## src/rtl/gray_pkg.sv

```systemverilog
// Shared Gray-code helpers and constants for the counter and the downstream
// Gray-to-binary decode stage.
package gray_pkg;

  localparam int GRAY_W     = 4;
  localparam int GRAY_MAX_W = 32;

  // What the counter does on a given edge.
  typedef enum logic [2:0] {
    OP_HOLD = 3'd0,
    OP_LOAD = 3'd1,
    OP_INC  = 3'd2,
    OP_DEC  = 3'd3,
    OP_SAT  = 3'd4
  } cnt_op_e;

  // Operands narrower than GRAY_MAX_W are zero-extended.
  // Zero-extension does not change the result.
  function automatic logic [GRAY_MAX_W-1:0] bin2gray_f(input logic [GRAY_MAX_W-1:0] b);
    return b ^ (b >> 1);
  endfunction

  // Each binary bit is the prefix XOR of the Gray bits above it, including itself.
  function automatic logic [GRAY_MAX_W-1:0] gray2bin_f(input logic [GRAY_MAX_W-1:0] g);
    logic [GRAY_MAX_W-1:0] b;
    b[GRAY_MAX_W-1] = g[GRAY_MAX_W-1];
    for (int i = GRAY_MAX_W-2; i >= 0; i--) b[i] = b[i+1] ^ g[i];
    return b;
  endfunction

endpackage

```

## src/rtl/gray_enc.sv

```systemverilog
// Combinational binary -> Gray encoder, WIDTH bits.
module gray_enc #(
  parameter int WIDTH = 4
) (
  input  logic [WIDTH-1:0] bin,
  output logic [WIDTH-1:0] gray
);

  assign gray[WIDTH-1] = bin[WIDTH-1];

  genvar i;
  generate
    for (i = 0; i < WIDTH-1; i++) begin : g_bit
      assign gray[i] = bin[i] ^ bin[i+1];
    end
  endgenerate

endmodule

```

## src/rtl/gray_counter.sv

```systemverilog
// Binary/Gray up/down counter with load, enable, and terminal count.
// WRAP selects roll-over or saturation at the ends.
// Define GRAY_CHK_EN to add a sticky Gray single-bit-change checker on err.
// Without GRAY_CHK_EN, err is tied to 0.
module gray_counter
  import gray_pkg::*;
#(
  parameter int WIDTH = GRAY_W,
  parameter int WRAP  = 1
) (
  input  logic             clk,
  input  logic             rst_n,
  input  logic             en,
  input  logic             up_dn,
  input  logic             load,
  input  logic [WIDTH-1:0] load_bin,
  output logic [WIDTH-1:0] gray,
  output logic [WIDTH-1:0] bin,
  output logic             tc,
  output logic             err
);

  logic [WIDTH-1:0] bin_q, gray_q, next_bin, gray_d;
  logic             at_top, at_bot, tc_w;
  cnt_op_e          op;

  // Classify the edge (load > en > hold) and form the next binary count.
  always_comb begin
    at_top   = (bin_q == {WIDTH{1'b1}});
    at_bot   = (bin_q == '0);
    tc_w     = en & ~load & ((up_dn & at_top) | (~up_dn & at_bot));
    op       = OP_HOLD;
    next_bin = bin_q;
    if (load) begin
      op       = OP_LOAD;
      next_bin = load_bin;
    end else if (en) begin
      if (tc_w && (WRAP == 0)) begin
        op       = OP_SAT;
      end else if (up_dn) begin
        op       = OP_INC;
        next_bin = bin_q + 1'b1;
      end else begin
        op       = OP_DEC;
        next_bin = bin_q - 1'b1;
      end
    end
  end

  gray_enc #(.WIDTH(WIDTH)) u_enc (
    .bin  (next_bin),
    .gray (gray_d)
  );

  // Binary and Gray registers share one edge, so the two outputs never skew.
  always_ff @(posedge clk or negedge rst_n) begin
    if (!rst_n) begin
      bin_q  <= '0;
      gray_q <= '0;
    end else begin
      bin_q  <= next_bin;
      gray_q <= gray_d;
    end
  end

  assign bin  = bin_q;
  assign gray = gray_q;
  assign tc   = tc_w;

`ifdef GRAY_CHK_EN
  logic [WIDTH-1:0] prev_q;
  logic             adv_q, err_q;

  // Check the transition made on the previous edge.
  // A counting step must flip exactly one Gray bit.
  // Load, hold, and saturate edges are exempt.
  always_ff @(posedge clk or negedge rst_n) begin
    if (!rst_n) begin
      prev_q <= '0;
      adv_q  <= 1'b0;
      err_q  <= 1'b0;
    end else begin
      prev_q <= gray_q;
      adv_q  <= (op == OP_INC) || (op == OP_DEC);
      if (adv_q && ($countones(prev_q ^ gray_q) != 1)) err_q <= 1'b1;
    end
  end

  assign err = err_q;
`else
  assign err = 1'b0;
`endif

endmodule

```

## config.mk

```make
export PLATFORM = sky130hd
export DESIGN_NAME = gray_counter
export DESIGN_NICKNAME = d
export VERILOG_FILES = /design/src/rtl/gray_pkg.sv /design/src/rtl/gray_enc.sv /design/src/rtl/gray_counter.sv
export SDC_FILE = /design/constraint.sdc
export NUM_CORES = 1
export LEC_CHECK = 0
export CELL_PAD_IN_SITES_DETAIL_PLACEMENT = 1
export CELL_PAD_IN_SITES_GLOBAL_PLACEMENT = 2
export CORE_UTILIZATION = 24
export CTS_BUF_LIST = sky130_fd_sc_hd__clkbuf_8 sky130_fd_sc_hd__clkbuf_16
export DETAILED_ROUTE_END_ITERATION = 6
export PLACE_DENSITY = 0.83
export SLEW_MARGIN = 40
export SYNTH_ARGS = -nofsm -noshare
export SYNTH_HDL_FRONTEND = slang
export SYNTH_SLANG_ARGS = --single-unit
```

## constraint.sdc

```tcl
create_clock -name clk -period 2.36 [get_ports clk]
set_input_delay 0.472 -clock clk [delete_from_list [all_inputs] [get_ports clk]]
set_output_delay 0.472 -clock clk [all_outputs]
set_load 0.03 [all_outputs]
```

Word-level counts from Yosys, hierarchy flattened
Cells that the tools add are included.

word-level totals
  register bits after elaboration = 8
  bits of input ports = 9
  output and inout port bits = 10

operators by class
  bitwise gates (word level) = 10
  multiplexer cells = 3
  eq/ne operators = 1
  reduce and logical (&&, ||, !) cells = 1
  add/subtract/negate cells = 2

operators by type and width
  cell                 number
  $mux 4               3
  $add 4x1->4 const B  1
  $and 1x1->1          4
  $eq 4x4->1 const B   1
  $logic_not 4->1      1
  $sub 4x1->4 const B  1
  $xor 1x1->1          3
  $not 1->1            2
  $or 1x1->1           1

Logic depth before layout (Yosys ltp)
  depth in word-level cells = 5
  mapped depth = 6
  gate-level depth less buffers = 6

Cells and area by module
From an unflattened synthesis, not the netlist that was laid out.

second synthesis, totals
  cells, all modules = 47
  area total of the unflattened synthesis = 488.0 µm²

modules (own cells, without submodules)
  module        seq. area each (µm²)  times used  area an instance (µm²)  cells each
  gray_counter  200.2                 1           454.2                   43
  gray_enc      0.0                   1           33.8                    4

Worst setup path after synthesis
OpenSTA, ideal clock, no wires.

  path type = reg-to-output
  start = register bin_q[2] (netlist: bin[2])
  end = output port tc
  data arrival time = 1.585 ns
  cell stages (with the launch flop) = 5
  data required time = 1.888 ns
  path slack = 0.303 ns
  cell sequence = dfrtp_1 or4_1 nor2_1 a31oi_1 nor2_1

between the ends
  word-level cells in the longest chain between the ends = 4
  elaborated cells on any way between the ends = 6

RTL lines
  what                                           RTL line                                RTL
  start, declared                                gray_counter.sv:23                      logic [WIDTH-1:0] bin_q, gray_q, next_bin, gray_d;
  start signal, assigned                         gray_counter.sv:61                      bin_q <= next_bin;
  $eq 4x4->1 or $logic_not 4->1 (tied branches)  gray_counter.sv:29, gray_counter.sv:30
  $and 1x1->1                                    gray_counter.sv:31                      tc_w = en & ~load & ((up_dn & at_top) | (~up_dn & at_bot));
  $or 1x1->1 (*)                                 gray_counter.sv:31
  $and 1x1->1 (*)                                gray_counter.sv:31
  end, declared                                  gray_counter.sv:19                      output logic tc,

Mark *: on every way between the ends. The rest lies on a longest branch, timed or not.

Final worst setup path
Same ends and word-level chain as after synthesis.

==> metrics.md <==
| Metric | Value |
|---|---|
| Worst slack, placed | -0.0622 ns |
| Average cell area after synthesis | a little over 10 um2 |
| Die Y-Extent | about 45 um |
| CP dominant cell by count | nor2_1 |
| Reg area | 175 um2 |
| # hold bufs at CTS | 0 |
| CTS clk-pin slew, worst paths | about 0.04 ns |
| Yosys reg bits | 7 |
| MaxCap Viol Count | 0 |
| GPL Wtd Cong | between 0.7 and 0.8 |
| Net Count, Synth | 55 |
| Worst-skew pair later-pin latency | roughly 0.23 ns |
| CTS sink count | 7 |
| Total Wirelength | between 1000 and 1500 um |
| GR Util All Layers | 13.0% |
| PortBufs | 17 |
| Post-CTS setup buffer count | 0 |
| Worst-case reg-to-reg path depth | 5 |
| CP endpoint kind | output pin |
| Count of final setup violators | 0 |
| Overflow after GRT | 0 |
| CP peak stage delay | between 0.5 and 0.6 ns |
| Slowest CP cell | or4_1 |
| Wire per inst | about 11 um |
| Critical path, cell by cell | or4_1 > nor2_1 > a31oi_1 > nor2_1 > buf_4 |
| Area grow syn2layout | 57.8% |
| Final core occ | between 40 and 50% |
| Startpoint Class | flip-flop |
| Final TNS setup | 0 ns |
| FP Rows | 15 |
| CTS H-tree lvls | 1 |
| Vias | 382 |
| Async set-reset flop share out of synthesis | between 90% and 100% |
| Main flop type after synthesis | dfrtp_1 |
| # diodes | 0 |
| Share of post-route cells with drive strength above 1 | ~14% |
| Post-route setup slack | 0.311 ns |
| Post-synth top area cell | dfrtp_1 |
| FILL cells | roughly 220 |
| Initial antenna violation count | 0 |
| Post-CTS sizing | 0 |
| Nets | roughly 80 |
| Worst IR Drop VDD | 0.531 mV |
| Multi-input gate area | ~230 um2 |
| Initial Utilization | 25.4% |
| Clk buf depth | 2 |
| Min Tclk post-route | around 2.0 ns |
| CTS tree | done |
| Top-area cell type share of the netlist area | between 30% and 40% |
| Commonest cells in the netlist | 7 x dfrtp_1, 4 x nor2_1, 4 x xnor2_1 |
| Max Fanout on Critical Path | 5 |
| Period utilization | just under 90% |
| Vias in the first global route | about 390 |
| TritonCTS buffer count | 3 |
| Flop2flop setup slack | about 0.62 ns |
| Post-route ant nets | 0 |
| Setup crit start | bin[2]$_DFF_PN0_ |
| HPWL Detailed | just over 800 um |
| First DRT Iteration DRCs | 4 |
| Sequential area share after synthesis | between 30% and 40% |
| Cells after synthesis | 43 |
| Largest net degree at the start of global routing | 9 |
| Ports | 19 |
| Synth unique cells | 23 |
| Global-route wire length before repair | ~1700 um |
| Fin area | around 690 um2 |
| Clock Skews | around 0.0028 ns |
| Drt drc | 0 |
| First-pass DRT Iterations | 4 |
| Post-Place Cell Area | about 650 um2 |
| Final Hold Viols | 0 |
| Leakage | about 0.32 nW |
| DR vias/cell | around 4.2 |
| Type of the worst setup path | flip-flop to output pin |
| Critical path arrival | between 1.5 and 2 ns |
| Yosys warnings | 0 |
| Core area | roughly 1700 um2 |
| Root buffer cell | clkbuf_8 |
| RSZ-0062 raised after global routing | false |
| Hold WC Path Type | input pin to async pin |
| Max Fclk | about 490 MHz |
| Slew Viols, Final | 0 |
| Power Dens Cells | about 820 nW/um2 |
| Mapped Area | between 400 and 500 um2 |
| R2r endpoint | gray[2]$_DFF_PN0_ |
| Die ar. | ~2000 um2 |
| R2r startpoint | bin[2]$_DFF_PN0_ |
| Hold_ws | between 0.4 and 0.5 ns |
| Post-synth EDFFs | 0 |
| Critical Path RT | approximately 1.9 ns |
| Die width | 44.8 um |
| Count leader, synth | dfrtp_1 |
| Outcome | completed |
| Synth top area cells | dfrtp_1 40%, xnor2_1 8.0%, ha_1 5.7%, buf_4 5.1%, fa_1 4.6% |
-- placed cells by master (no fill, tap or decap), drive strengths merged --
cell           count
inv                3
fa                 1
nand2              2
mux2i              2
and3               1
buf                5
xnor2              4
dfrtp              7
xor2               2
a22o               1
clkdlybuf4s50     15
a31oi              1
dlymetal6s2s       1
a211oi             1
or2b               1
and4b              1
or3                1
a21oi              2
nor2               4
clkbuf             3
o21ai              2
conb               1
or4                1
nand3              1
ha                 2
-- metrics by stage --
| stage | instances | power (mW) |
|---|---|---|
| 6_report | 90 | 0.567 |
| 3_5_place_dp | 86 | 0.407 |
| 4_1_cts | 90 | 0.579 |
| 3_3_place_gp | 86 | 0.401 |
| 5_1_grt | 90 | 0.605 |
| 2_1_floorplan | 43 | 0.306 |
-- cell families after synthesis --
logic type / count (synthesis) / synth area share (%)
other: 1 / 0.854
adder cells (fa/ha/maj): 3 / 10.3
XOR/XNOR: 6 / 12.0
buffers and inverters: 5 / 6.84
flip-flops: 7 / 39.9
multiplexers: 2 / 4.56
AND/OR/NAND/NOR: 12 / 16.0
AO/OA/AOI/OAI: 7 / 9.69
-- report_power, final --
group / switching (mW) / internal (mW) / leakage, nW
Combinational: 0.122 / 0.109 / 0.207
Sequential: 0.0233 / 0.147 / 0.0833
Clock: 0.0527 / 0.112 / 0.0269
-- state kept, by name (all words and copies together) (netlist names) --
| signal | cells |
|---|---|
| bin | 4 |
| gray | 3 |
-- worst max-delay path by stage --
stage	slack, ns	depth (start not counted)	end
floorplan	0.30	4	tc
global placement	0.04	7	gray[2]$_DFF_PN0_
detailed placement	-0.06	7	gray[2]$_DFF_PN0_
CTS	0.02	6	tc
global route	0.22	5	tc
finish	0.31	5	tc
-- worst max-delay path: cells and delay by family, from the launching register on --
kind	cells	cell delay, ns
AO/OA/AOI/OAI	1	0.05
buffers and inverters	1	0.16
flip-flops	1	0.42
AND/OR/NAND/NOR	3	0.72
-- per-layer routing --
metal / global-route usage [%] / part of all wire [%] / vias to the layer above
met5: 0 / 0 / -
met4: 9.09 / 3.3 / 0
met3: 6.40 / 9.4 / 4
met2: 20.0 / 46 / 20
met1: 13.9 / 41 / 171
li1: - / - / 187
-- final cells by class --
class                           count  share of cell area, %
Clock inverter                      1                  0.542
Timing Repair Buffer               21                   28.9
Inverter                            2                   1.08
Multi-Input combinational cell     31                   33.8
Sequential cell                     7                   25.3
Tap cell                           25                   4.51
Clock buffer                        3                   5.96
Note: power is estimated with default switching activity, not from simulation.
